--- src/rtl/imem_fetch_port.sv ---
// imem_fetch_port: handshaked instruction memory for the SimpleRISC fetch stage.
// Ports: clka/rsta (sync, active-high); req_* fetch request (valid/ready);
//   rsp_* fetched word, its address and out-of-range flag (valid/ready);
//   flush discards in-flight fetches; ld_* program-load write port;
//   fetch_cnt counts completed response handshakes.
// Build option: define IMEM_OUTREG_EN for a registered output stage
//   after the memory read (latency 2 instead of 1).
module imem_fetch_port #(
    parameter int unsigned DATA_W = 32,
    parameter int unsigned ADDR_W = 7,
    parameter int unsigned DEPTH = 2**ADDR_W,
    parameter logic [DATA_W-1:0] NOP_WORD = 32'h6800_0000
) (
    input  logic              clka,
    input  logic              rsta,
    input  logic              req_valid,
    input  logic [ADDR_W-1:0] req_addr,
    output logic              req_ready,
    output logic              rsp_valid,
    output logic [DATA_W-1:0] rsp_data,
    output logic [ADDR_W-1:0] rsp_addr,
    output logic              rsp_err,
    input  logic              rsp_ready,
    input  logic              flush,
    input  logic              ld_en,
    input  logic [ADDR_W-1:0] ld_addr,
    input  logic [DATA_W-1:0] ld_data,
    output logic [31:0]       fetch_cnt
);

    localparam logic [ADDR_W:0] DEPTH_L = (ADDR_W+1)'(DEPTH);

    logic [DATA_W-1:0] mem [DEPTH];

    logic en;
    logic upd;
    logic acc;
    logic req_oor;
    logic ld_ok;

    assign en  = !rsp_valid || rsp_ready;
    // A flush frees the pipe even under stall so the redirect gets in.
    assign upd = en || flush;
    assign req_ready = !rsta && !ld_en && upd;
    assign acc = req_valid && req_ready;
    assign req_oor = {1'b0, req_addr} >= DEPTH_L;
    assign ld_ok = ld_en && ({1'b0, ld_addr} < DEPTH_L);

    // Memory is never reset; only the load port writes it.
    always_ff @(posedge clka) begin
        if (ld_ok) begin
            mem[ld_addr] <= ld_data;
        end
    end

`ifdef IMEM_OUTREG_EN
    logic              s1_valid;
    logic [DATA_W-1:0] s1_data;
    logic [ADDR_W-1:0] s1_addr;
    logic              s1_err;

    always_ff @(posedge clka) begin
        if (rsta) begin
            s1_valid <= 1'b0;
            s1_data  <= NOP_WORD;
            s1_addr  <= '0;
            s1_err   <= 1'b0;
        end else if (upd) begin
            s1_valid <= acc;
            if (acc) begin
                s1_addr <= req_addr;
                s1_err  <= req_oor;
                s1_data <= req_oor ? NOP_WORD : mem[req_addr];
            end
        end
    end

    always_ff @(posedge clka) begin
        if (rsta) begin
            rsp_valid <= 1'b0;
            rsp_data  <= NOP_WORD;
            rsp_addr  <= '0;
            rsp_err   <= 1'b0;
        end else if (upd) begin
            // The word sitting in s1 during a flush predates the redirect.
            rsp_valid <= s1_valid && !flush;
            if (flush) begin
                rsp_data <= NOP_WORD;
                rsp_err  <= 1'b0;
            end else if (s1_valid) begin
                rsp_data <= s1_data;
                rsp_addr <= s1_addr;
                rsp_err  <= s1_err;
            end
        end
    end
`else
    always_ff @(posedge clka) begin
        if (rsta) begin
            rsp_valid <= 1'b0;
            rsp_data  <= NOP_WORD;
            rsp_addr  <= '0;
            rsp_err   <= 1'b0;
        end else if (upd) begin
            // Accepted-in-flush requests land here: that is the redirect.
            rsp_valid <= acc;
            if (acc) begin
                rsp_addr <= req_addr;
                rsp_err  <= req_oor;
                rsp_data <= req_oor ? NOP_WORD : mem[req_addr];
            end else if (flush) begin
                rsp_data <= NOP_WORD;
                rsp_err  <= 1'b0;
            end
        end
    end
`endif

    always_ff @(posedge clka) begin
        if (rsta) begin
            fetch_cnt <= '0;
        end else if (rsp_valid && rsp_ready) begin
            fetch_cnt <= fetch_cnt + 32'd1;
        end
    end

endmodule

--- config.mk ---
export PLATFORM = sky130hd
export DESIGN_NAME = imem_fetch_port
export DESIGN_NICKNAME = d
export VERILOG_FILES = /design/src/rtl/imem_fetch_port.sv
export SDC_FILE = /design/constraint.sdc
export NUM_CORES = 2
export LEC_CHECK = 0
export ABC_CLOCK_PERIOD_IN_PS = 5400
export CAP_MARGIN = 20
export CELL_PAD_IN_SITES_DETAIL_PLACEMENT = 0
export CELL_PAD_IN_SITES_GLOBAL_PLACEMENT = 1
export CORE_AREA = 4 4 600 602
export CTS_CLUSTER_SIZE = 10
export DETAILED_ROUTE_END_ITERATION = 10
export DIE_AREA = 0 0 604 606
export PLACE_DENSITY = 0.64
export SETUP_SLACK_MARGIN = 0.15
export SYNTH_ARGS = -nofsm -noshare
export SYNTH_HDL_FRONTEND = slang
export SYNTH_SLANG_ARGS = --single-unit
--- constraint.sdc ---
create_clock -name clka -period 5.4 [get_ports clka]
set_input_delay 0.81 -clock clka [delete_from_list [all_inputs] [get_ports clka]]
set_output_delay 0.81 -clock clka [all_outputs]
set_load 0.02 [all_outputs]
; Yosys cells after proc, flatten, opt, wreduce, memory -nomap -nowiden
; Memories as Yosys holds them, arrays and structs flattened.
; Index checks and enable logic that the tools add are counted.
[word_totals]
elab_cells = 25
reg_bits = 73
output_inout_bits = 74
n_memories = 1
ram_bits = 4096
[classes]
n_reduce_logical = 12
muxes = 6
n_addsub = 1
[memory_table]
columns = name, depth, width, read_ports, rd_clocked_by_memory_dff, wr, line
row1 = mem, 128, 32, 1, 0, 1, 33  ; logic [DATA_W-1:0] mem [DEPTH];
[ops]
columns = operator, count
row1 = 32-bit two-way mux, 2
row2 = 32-bit by 1-bit adder with 32-bit output (second input constant), 1
row3 = 1-bit logical AND, 4
row4 = 1-bit two-way mux, 4
row5 = 2-bit AND reduction, 2
row6 = 1-bit zero test, 3
row7 = 1-bit logical OR, 2
row8 = 2-bit nonzero test, 1

; Depth between registers and ports, before layout
[logic_depth]
ltp_word = 7
ltp_mapped = 12
mapped_depth_nobuf = 6

; Worst setup path before layout
; No wires, ideal clock.
[synth_path]
kind = input port to flip-flop
from = in ld_addr[3]
to = mem mem[97][0] (enable)
slack_ns = 0.854
path_buffers = 2
cell_stages = 4
arrival_time_ns = 4.085
required_ns = 4.939
path_cell_list = clkbuf_1 or4b_2 clkbuf_1 nor3_1
[synth_lines]
columns = item, line
row1 = "start, declared", 26  ; input logic [ADDR_W-1:0] ld_addr,
row2 = "end, declared", 33
; No word-level cell before the write port.

; Worst setup path in the final report
[layout_path]
from = in req_addr[4]
to = reg rsp_data[17]
[layout_via]
elab_chain_cells = 2
[layout_lines]
columns = item, line
row1 = "start, declared", 17  ; input logic [ADDR_W-1:0] req_addr,
row2 = memory 128 x 32 bit, n/a
row3 = 32-bit two-way mux, 107  ; if (acc) begin
row4 = "end signal, assigned", 110  ; rsp_data <= req_oor ? NOP_WORD : mem[req_addr];
row5 = "end, declared", 20  ; output logic [DATA_W-1:0] rsp_data,
; No other way between the ends.
; A chain may end at the register's enable or synchronous reset.

==> qor.txt <==
Hold Path Stages: 1
vias per cell: 6.31
Initial DRT Pass Iterations: 5
count of final setup violators: 0
critical path's largest stage delay: 1.02 ns
status: finished clean
worst slew pin tran: 1.25 ns
Peak supply drop: 287 µV
# IOs: 126
largest net degree at the start of global routing: 91
IO Port Bufs: 124
WS Path Type: primary input to flop
CTS Buf Count: 464
GRT Total Usage: 25.6%
Leak Pwr: 56.7 nW
final clock skew: 0.0632 ns
crit-path max FO: 31
hold_buf cts: 0
post-synthesis cell count: 7292
TritonCTS sink count: 4168
Core Util, Final: 51.2%
CTS Root Cell: clkbuf_16
cell chain of the critical path: buf_4 -> or3b_2 -> o22ai_1 -> o41ai_1 -> buf_4 -> nand4_1 -> nand3_1
Worst-Skew Late Latency: 0.98 ns
syn avg cell area: 21.8 µm²
number of synthesized flops with an enable pin: 4096
register area share after synthesis: 78.3%
residual DRC count: 0
max_slew headroom: 15.3%
slowest CP cell: or3b_2
startpoint types: primary input
share of cells above drive strength 1: 24.8%
final RePlAce weighted congestion: 0.870
ys async rst share: 0%
# rows: 219
Syn. warnings: 0
grt ovf: 0
min Tclk post-route: 4.13 ns
nets: 7940
CTS tree: yes
Setup Buffers After CTS: 0
cts repair resizes: 0
Critical Path AT: 5.01 ns
Synth top area share: 77.4%
initial antenna violation count: 40
Routed WL: 474 mm
initial core utilization: 44.8%
Routed wire per std cell: 36.8 µm
Yosys top cell by area: edfxtp_1
crit-path most repeated cell: buf_4
Layout area overhead: 14.3%
setup TNS: 0 ns
largest cells by area after synthesis: edfxtp_1 77%, mux4_2 12%, mux2i_1 2.6%
Worst Reg-to-Reg Cells: 6
Final Cycle Share: 76.5%
fin. max-slew vios: 0
Design Power: 67.2 mW
CTS H-tree depth: 5
ANT nets after route: 0
PD cells: 370 mW/mm²
hpwl dp: 288 mm
total number of vias: 81.2k
die area: 0.366 mm²
Max Cap Viol: 0
RSZ-0062 raised after global routing: false
ys flop type: edfxtp_1
Die Height: 606 µm
Core ar.: 0.355 mm²
Clock Path Buffers: 4
achievable clock frequency: 0.242 GHz
Post-Syn Area: 0.159 mm²
Yosys reg bits: 4168
Crit path required time: 6.28 ns
Post-Syn Nets: 7345
final hold viol count: 0
count of different cell masters after synthesis: 66
Worst Hold Class: primary input to flop
clock slew seen by the registers of the worst setup and hold paths: 0.06 ns
vias in the first global route: 80.0k
first-pass GRT wire length: 655 mm
Die X: 604 µm
Iter 0 DRT Violations: 11.4k
CP Capture Type: flop
## state kept, by name, summed over array words and instances, names as in the netlist
signal,count
fetch_cnt,32
mem,4096
rsp_addr,7
rsp_data,32
rsp_valid,1
## placed cells by master (no fill, tap or decap), types with 13 or more instances in the layout
cell type,n
nand3_1,54
dfxtp_1,72
nand4_1,20
o221ai_1,82
mux4_2,859
a221o_1,13
mux2i_1,407
clkbuf_16,469
a211oi_1,38
buf_4,390
nand2_1,208
o32ai_1,19
o22ai_1,176
clkbuf_1,165
clkdlybuf4s50_1,85
o21ai_0,36
mux2_2,13
buf_12,55
a22oi_1,135
a31oi_1,16
xor2_1,22
a21oi_1,125
nor2_4,121
nor4_1,21
diode_2,19
nor2_1,101
edfxtp_1,4096
nor3_1,25
a221oi_1,29
## synth_stat cells (34+ instances only)
library cell  instances
edfxtp_1           4096
buf_2               113
o22ai_1             176
clkbuf_1            169
nand3_1              59
nor3_1               34
buf_6                58
a22oi_1             135
dfxtp_1              72
o221ai_1             82
nor2_1              223
o21ai_0              36
mux4_2              859
a211oi_1             38
nand2_1             211
a21oi_1             125
mux2i_1             407
buf_4                53
## metrics by stage
stage | instances | setup slack, ns | hold slack, ns | instance area, µm²
final | 12865 | 1.27 | 0.211 | 182000
after global routing | 12848 | 1.45 | 0.185 | 182000
after CTS | 12842 | 1.44 | 0.126 | 182000
after detailed placement | 12168 | 0.511 | 0.495 | 169000
after global placement | 12159 | 0.279 | 0.481 | 169000
after floorplan | 7292 | 0.854 | 0.549 | 159000
## power breakdown
| group | internal [mW] | leakage (nW) | switching [mW] |
|---|---|---|---|
| clock | 15.8 | 6.23 | 12.1 |
| sequential | 35.7 | 37.4 | 0.0739 |
| combinational | 1.11 | 13.1 | 2.38 |
## critical path, delay by kind of cell
kind	cells	cell delay, ns
buffers and inverters	2	0.91
AOI/OAI and AO/OA	2	1.33
and+or+nand+nor	3	1.84
## path summary, 6_finish.rpt
| check | from | end | slack (ns) |
|---|---|---|---|
| max | req_addr[4] | rsp_data[17]$_SDFFE_PP0P_ | 1.27 |
| min | ld_data[6] | mem[97][6]$_DFFE_PP_ | 0.21 |
| max reg2reg | rsp_valid$_SDFFE_PP0P_ | rsp_data[23]$_SDFFE_PP0P_ | 1.71 |
| min reg2reg | fetch_cnt[6]$_SDFFE_PP0P_ | fetch_cnt[6]$_SDFFE_PP0P_ | 0.51 |
## area by class of cell
type	instances	area, µm²
fill	27757	173000
timing repair buffer	544	5040
sequential	4168	124000
clock buffer	637	12400
antenna	19	47.5
inverter	3	17.5
tap	4751	5940
multi-input combinational	2706	33200
clock inverter	37	533
## metal layers
metal | vias to the layer above | GRT usage, % | part of all wire [%]
met5 | - | 0 | 0.020
met4 | 14 | 8.82 | 4.0
met3 | 714 | 5.42 | 10
met2 | 4467 | 39.4 | 46
met1 | 43937 | 36.7 | 40
li1 | 32086 | - | -
## cell families after synthesis
group,after synthesis,share of synthesized area [%]
buffers and inverters,418,1.49
and+or+nand+nor,634,1.77
AOI/OAI and AO/OA,764,3.46
other,1,0.00236
xor gates and xnor gates,27,0.149
adders and majority gates,1,0.00787
muxes,1279,14.8
DFF,4168,78.3
Power figures use the tool's default switching activity.
